<file path="src/rtl/f_ifu_pkg.sv">
// Shared fetch/exception constants for the P8 core (F stage, CP0, M-stage exception logic).
package f_ifu_pkg;

  localparam logic [31:0] PC_RESET   = 32'h0000_3000;
  localparam logic [31:0] PC_HANDLER = 32'h0000_4180;
  localparam logic [31:0] IM_LO      = 32'h0000_3000;
  localparam logic [31:0] IM_HI      = 32'h0000_6FFC;

  localparam logic [4:0] EXC_NONE = 5'd0;
  localparam logic [4:0] EXC_ADEL = 5'd4;

  // One F/D pipeline entry
  typedef struct packed {
    logic [31:0] pc;
    logic [31:0] instr;
    logic [4:0]  exc_code;
    logic        bd;
  } fd_entry_t;

  // Fetch address error: misaligned or outside the instruction memory window (unsigned compare)
  function automatic logic fetch_adel(input logic [31:0] pc,
                                      input logic [31:0] lo,
                                      input logic [31:0] hi);
    return (pc[1:0] != 2'b00) || (pc < lo) || (pc > hi);
  endfunction

endpackage

</file>
<file path="src/rtl/f_ifu_if.sv">
// Instruction-memory fetch bus: address out of the fetch stage, word back (combinational read).
interface f_ifu_if;
  logic [31:0] F_PC;
  logic [31:0] F_Instr;

  modport master (output F_PC, input F_Instr);
  modport slave  (input F_PC, output F_Instr);
endinterface

</file>
<file path="src/rtl/f_ifu_f_d_reg.sv">
// F/D pipeline register: reset, flush to handler, stall hold, eret squash, normal capture.
module f_d_reg #(
  parameter logic [31:0] PC_RESET = f_ifu_pkg::PC_RESET
) (
  input  logic        clk,
  input  logic        reset,
  input  logic        en,
  input  logic        flush,
  input  logic        squash,
  input  logic [31:0] flush_pc,
  input  logic [31:0] f_pc,
  input  logic [31:0] f_instr,
  input  logic        f_adel,
  input  logic        bd_in,
  output logic [31:0] d_pc,
  output logic [31:0] d_instr,
  output logic [4:0]  d_exc_code,
  output logic        d_bd
);
  import f_ifu_pkg::*;

  fd_entry_t fd_q;

  // Flush beats stall; stall beats squash. Squashed/flushed entries are exception-free nops.
  always_ff @(posedge clk) begin
    if (reset) begin
      fd_q <= '{pc: PC_RESET, instr: '0, exc_code: EXC_NONE, bd: 1'b0};
    end else if (flush) begin
      fd_q <= '{pc: flush_pc, instr: '0, exc_code: EXC_NONE, bd: 1'b0};
    end else if (en) begin
      if (squash) begin
        fd_q <= '{pc: f_pc, instr: '0, exc_code: EXC_NONE, bd: 1'b0};
      end else begin
        fd_q <= '{pc:       f_pc,
                  instr:    f_adel ? '0 : f_instr,
                  exc_code: f_adel ? EXC_ADEL : EXC_NONE,
                  bd:       bd_in};
      end
    end
  end

  assign d_pc       = fd_q.pc;
  assign d_instr    = fd_q.instr;
  assign d_exc_code = fd_q.exc_code;
  assign d_bd       = fd_q.bd;

endmodule

</file>
<file path="src/rtl/f_ifu.sv">
// Fetch stage: PC register with exception/eret redirection, AdEL check, and the F/D register.
module f_ifu #(
  parameter logic [31:0] PC_RESET   = f_ifu_pkg::PC_RESET,
  parameter logic [31:0] PC_HANDLER = f_ifu_pkg::PC_HANDLER,
  parameter logic [31:0] IM_LO      = f_ifu_pkg::IM_LO,
  parameter logic [31:0] IM_HI      = f_ifu_pkg::IM_HI
) (
  input  logic           clk,
  input  logic           reset,
  input  logic [31:0]    F_newPC,
  input  logic           stall,
  input  logic           Req,
  input  logic           D_eret,
  input  logic [31:0]    EPC,
  input  logic           D_BJ,
  f_ifu_if.master        im,
  output logic [31:0]    D_PC,
  output logic [31:0]    D_Instr,
  output logic [4:0]     D_ExcCode,
  output logic           D_BD
);
  import f_ifu_pkg::*;

  logic [31:0] pc_q;
  logic        f_adel;

  // Fetch address exception, internal only
  always_comb begin
    f_adel = fetch_adel(pc_q, IM_LO, IM_HI);
  end

  // PC update: reset, exception entry, stall hold, eret return, else next-PC
  always_ff @(posedge clk) begin
    if (reset) begin
      pc_q <= PC_RESET;
    end else if (Req) begin
      pc_q <= PC_HANDLER;
    end else if (!stall) begin
      pc_q <= D_eret ? EPC : F_newPC;
    end
  end

  assign im.F_PC = pc_q;

  f_d_reg #(
    .PC_RESET (PC_RESET)
  ) u_f_d_reg (
    .clk        (clk),
    .reset      (reset),
    .en         (!stall),
    .flush      (Req),
    .squash     (D_eret),
    .flush_pc   (PC_HANDLER),
    .f_pc       (pc_q),
    .f_instr    (im.F_Instr),
    .f_adel     (f_adel),
    .bd_in      (D_BJ),
    .d_pc       (D_PC),
    .d_instr    (D_Instr),
    .d_exc_code (D_ExcCode),
    .d_bd       (D_BD)
  );

endmodule

</file>
<file path="src/flat_wrapper.sv">
// flat-port wrapper written by rule: the top's interface ports become plain ports
module f_ifu_flat import f_ifu_pkg::*;
#(
  parameter logic [31:0] PC_RESET   = f_ifu_pkg::PC_RESET,
  parameter logic [31:0] PC_HANDLER = f_ifu_pkg::PC_HANDLER,
  parameter logic [31:0] IM_LO      = f_ifu_pkg::IM_LO,
  parameter logic [31:0] IM_HI      = f_ifu_pkg::IM_HI
)
  (clk, reset, F_newPC, stall, Req, D_eret, EPC, D_BJ, D_PC, D_Instr, D_ExcCode, D_BD, im_F_PC, im_F_Instr);
  f_ifu_if im_i ();
  input  logic clk;
  input  logic reset;
  input  logic [31:0] F_newPC;
  input  logic stall;
  input  logic Req;
  input  logic D_eret;
  input  logic [31:0] EPC;
  input  logic D_BJ;
  output logic [31:0] D_PC;
  output logic [31:0] D_Instr;
  output logic [4:0] D_ExcCode;
  output logic D_BD;
  output wire logic [$bits(im_i.F_PC)-1:0] im_F_PC;
  input wire logic [$bits(im_i.F_Instr)-1:0] im_F_Instr;
  assign im_F_PC = im_i.F_PC;
  assign im_i.F_Instr = im_F_Instr;
  f_ifu #(.PC_RESET(PC_RESET), .PC_HANDLER(PC_HANDLER), .IM_LO(IM_LO), .IM_HI(IM_HI)) u_core (.clk(clk), .reset(reset), .F_newPC(F_newPC), .stall(stall), .Req(Req), .D_eret(D_eret), .EPC(EPC), .D_BJ(D_BJ), .im(im_i), .D_PC(D_PC), .D_Instr(D_Instr), .D_ExcCode(D_ExcCode), .D_BD(D_BD));
endmodule
</file>
<file path="config.mk">
export PLATFORM = sky130hd
export DESIGN_NAME = f_ifu_flat
export DESIGN_NICKNAME = d
export VERILOG_FILES = /design/src/rtl/f_ifu_pkg.sv /design/src/rtl/f_ifu_if.sv /design/src/rtl/f_ifu_f_d_reg.sv /design/src/rtl/f_ifu.sv /design/src/flat_wrapper.sv
export SDC_FILE = /design/constraint.sdc
export NUM_CORES = 1
export LEC_CHECK = 0
export CAP_MARGIN = 5
export CORE_ASPECT_RATIO = 1.75
export CORE_MARGIN = 2
export CORE_UTILIZATION = 43
export CTS_CLUSTER_SIZE = 40
export DETAILED_ROUTE_END_ITERATION = 12
export PLACE_DENSITY = 0.89
export SETUP_SLACK_MARGIN = 0.3
export SYNTH_ARGS = -nofsm -noshare
export SYNTH_HDL_FRONTEND = slang
export SYNTH_SLANG_ARGS = --single-unit
</file>
<file path="constraint.sdc">
create_clock -name clk -period 4.6 [get_ports clk]
set_input_delay 0.46 -clock clk [delete_from_list [all_inputs] [get_ports clk]]
set_output_delay 0.46 -clock clk [all_outputs]
set_load 0.02 [all_outputs]
</file>
==> results.txt <==
The flow ran to the end, and the final reports show no timing, DRC or antenna violations. The hold buffer count at cts came out at 0. The static leakage is ~0.0025 uW. The category of the worst setup path capture point is a register. The cell taking the most area after synthesis is sky130_fd_sc_hd__dfxtp_1. The time the final worst path needs with I/O delays and setup is 2220 ps.

The floorplan core area is slightly above 9000 sq um. The proportion of synthesized chip area in sequential cells came out at 47.8%. The root buffer selected by CTS is sky130_fd_sc_hd__clkbuf_16. The die covers about 10000 sq um.

The average cell area after synthesis is a little over 9 sq um. The netlist uses 29 different library cells. For the pin with the worst max-slew slack, the measured transition is around 1100 ps. The total I/O pin count is roughly 200. The number of antenna violations at the first check in global routing came out at 0.

The critical setup path kind is register to register. The global-route wire length before repair came out at 18100 um. The die boundary height came out at between 100 and 150 um.

For this run, the number of Yosys warnings is 0. The final worst hold slack came out at approximately 490 ps. The total half-perimeter wirelength after legalization and detailed placement came out at ~8600 um. The share of the synthesized area in the top cell type is 47.8%.

The worst slew slack as a fraction of its limit came out at ~29%. Sorting the synthesized cells by area gives the leading types as sky130_fd_sc_hd__dfxtp_1 (48%), sky130_fd_sc_hd__mux2i_1 (16%), sky130_fd_sc_hd__nand3_1 (7.8%). The start of the worst register-to-register path is u_core.im.F_PC[29]. The number of failing setup endpoints in the final timing report came out at 0. The number of global-route vias before repair came to about 3800. The clock slew at the register clock pins of the worst setup and hold paths came out at approximately 70 ps. The number of hold-slack violations in the final timing report is 0.

Setup repair after global routing left no endpoint under its margin. For the worst setup path, the data arrival time is ~2500 ps. In the final layout, the share of cells above drive strength 1 is under 10%. The worst IR drop on VDD is around 0.00023 V. The CTS buffer count is 9. The synthesized netlist occupies a cell area of 4110 sq um.

The detailed router finished its first iteration with 117 violations. The area growth from synthesis to layout is 55.7%. The worst endpoint required time came out at approximately 4900 ps. The clock tree synthesis step divided the H-tree into 3 levels. The number of sinks on the clock net is 98. Global routing consumed, over all layers together, 22.0% of the routing resources. The number of nets with antenna violations after routing came out at 0. The chip width is slightly below 80 um. The largest fanout on the critical path came out at 32. For this run, the post-layout net count is between 700 and 800. The detailed-route via count came out at 3855. The weighted congestion at the end of routability-driven global placement came out at roughly 0.77. The wire length per cell came out at between 15 and 20 um. The leftover overflow at the end of global routing is 0.

Once the clock tree was built, the resizer swapped 0 gates to a different size. The highest achievable clock rate came out at around 0.45 GHz. The clock insertion delay at the later pin of the skew report is roughly 330 ps. The iteration count of the initial detailed-routing pass came out at 4. The tool flagged a number of max-cap violations equal to 0. The average via count per standard cell came out at between 5 and 6. The starting utilization of the core area came out at 43.9%.

The final worst clock skew is 8.47 ps. The count of mapped cells out of synthesis is 451. After synthesis the netlist holds a flip-flop and latch count of 98. The filler cells instantiated in the layout total about 720.

The worst hold path begins at u_core.u_f_d_reg.d_instr[21]. The diode insertion count for antenna repair is 0. TritonCTS built the clock tree.

The most critical setup path has its startpoint at u_core.im.F_PC[29]. Entering global routing, the biggest net connects 67 pins. The placement row count came out at 47. The share of the clock period used by the worst path came out at between 40% and 50%. For this block, the routed nets add up to around 12000 um of wire. The number of buffers on the longest clock path is 2.

The sum of negative setup slack came out at 0 ps. The number of pins with negative max-slew slack in the final report came out at 0. For this run, design rule violations remaining after detail routing come to 0. During placement, the flow inserted port buffers numbering approximately 200. STA classifies the critical path startpoint as a register.

The class of the worst hold path is register to register. The setup fix buffers added after clock tree synthesis came out at 0. The total power per unit cell area is 303 nW/um^2.
==> report_power, final <==
| group | internal (uW) | total [uW] | switching, uW |
|---|---|---|---|
| clock network | 448 | 747 | 299 |
| logic | 158 | 304 | 146 |
| registers | 868 | 884 | 15.9 |
| total | 1470 | 1940 | 462 |
==> registers in the layout (all words and copies together), names as in the netlist <==
register,flops
u_core.u_f_d_reg.d_exc_code,1
u_core.u_f_d_reg.d_pc,32
u_core.u_f_d_reg.d_instr,32
u_core.u_f_d_reg.d_bd,1
u_core.im.F_PC,32
==> path summary, 6_finish.rpt <==
check / endpoint / slack (ps) / cells after the start
hold / removal: u_core.u_f_d_reg.d_instr[21] / 490 / 2
setup / recovery: u_core.u_f_d_reg.d_instr[16] / 2380 / 4
hold reg to reg: u_core.u_f_d_reg.d_instr[21] / 490 / 2
setup reg to reg: u_core.u_f_d_reg.d_instr[16] / 2380 / 4
==> critical path: stages (launching register included) <==
cell and delay [ps]:
sky130_fd_sc_hd__dfxtp_1 350, sky130_fd_sc_hd__or4_4 580, sky130_fd_sc_hd__nor3_4 240, sky130_fd_sc_hd__nand4_4 590
sky130_fd_sc_hd__o21ai_2 370
==> metal layers <==
layer  vias up  share of wire [%]  track usage [%]
li1       1906                  -                -
met1      1773                 35             22.0
met2       152                 55             41.4
met3        24                7.0             6.37
met4         0                2.7             9.13
met5         -                  0                0
==> cell usage after synthesis, drive strengths merged <==
cell,n
or4,3
or2,1
a22oi,1
clkbuf,25
inv,2
nand4,2
a21o,2
conb,1
nor2,84
a21oi,33
nand2,6
nor3,3
o21bai,2
mux2i,64
a32o,1
dfxtp,98
o21ai,37
or3,1
xnor2,1
buf,18
nand3,64
nor4,2
==> cell type report <==
type	instances	area [sq um]	share of cell area [%]
multi-input combinational	311	1950	30.5
sequential	98	1960	30.7
inverter	2	7.51	0.117
timing repair buffer	202	2020	31.6
clock buffer	11	253	3.95
tap	122	153	2.39
clock inverter	4	51.3	0.802
==> per-stage QoR <==
stage | utilization, % | cell area, sq um | cells | power, uW | setup slack [ps]
floorplan | - | 4120 | 454 | 1060 | 2860
global route | 68.4 | 6390 | 750 | 2010 | 2170
global placement | 64.9 | 6070 | 734 | 1200 | 2100
CTS | 68.2 | 6370 | 749 | 1950 | 2220
finish | 68.4 | 6390 | 750 | 1940 | 2380
detailed placement | 64.9 | 6070 | 734 | 1210 | 1850
==> cells in the final DEF (no fill, tap or decap), types with 2 or more instances in the layout <==
| cell type | instances |
|---|---|
| sky130_fd_sc_hd__buf_4 | 3 |
| sky130_fd_sc_hd__o21bai_1 | 2 |
| sky130_fd_sc_hd__nand2_1 | 6 |
| sky130_fd_sc_hd__conb_1 | 4 |
| sky130_fd_sc_hd__a21o_1 | 2 |
| sky130_fd_sc_hd__mux2i_1 | 64 |
| sky130_fd_sc_hd__inv_1 | 2 |
| sky130_fd_sc_hd__nor2_1 | 83 |
| sky130_fd_sc_hd__clkbuf_8 | 2 |
| sky130_fd_sc_hd__nor4_1 | 2 |
| sky130_fd_sc_hd__nand3_1 | 64 |
| sky130_fd_sc_hd__clkbuf_16 | 9 |
| sky130_fd_sc_hd__nor3_1 | 2 |
| sky130_fd_sc_hd__clkdlybuf4s50_1 | 197 |
| sky130_fd_sc_hd__a21oi_1 | 33 |
| sky130_fd_sc_hd__dfxtp_1 | 98 |
| sky130_fd_sc_hd__o21ai_2 | 30 |
| sky130_fd_sc_hd__or4_4 | 2 |
| sky130_fd_sc_hd__o21ai_0 | 7 |
==> cell families after synthesis <==
logic type,Yosys count,synth area share [%]
and+or+nand+nor,166,18.7
buffers and inverters,45,5.21
other,1,0.0913
xor gates and xnor gates,1,0.213
AOI/OAI and AO/OA,76,12.4
muxes,64,15.6
DFF,98,47.8
(Power assumes the default switching activity.)
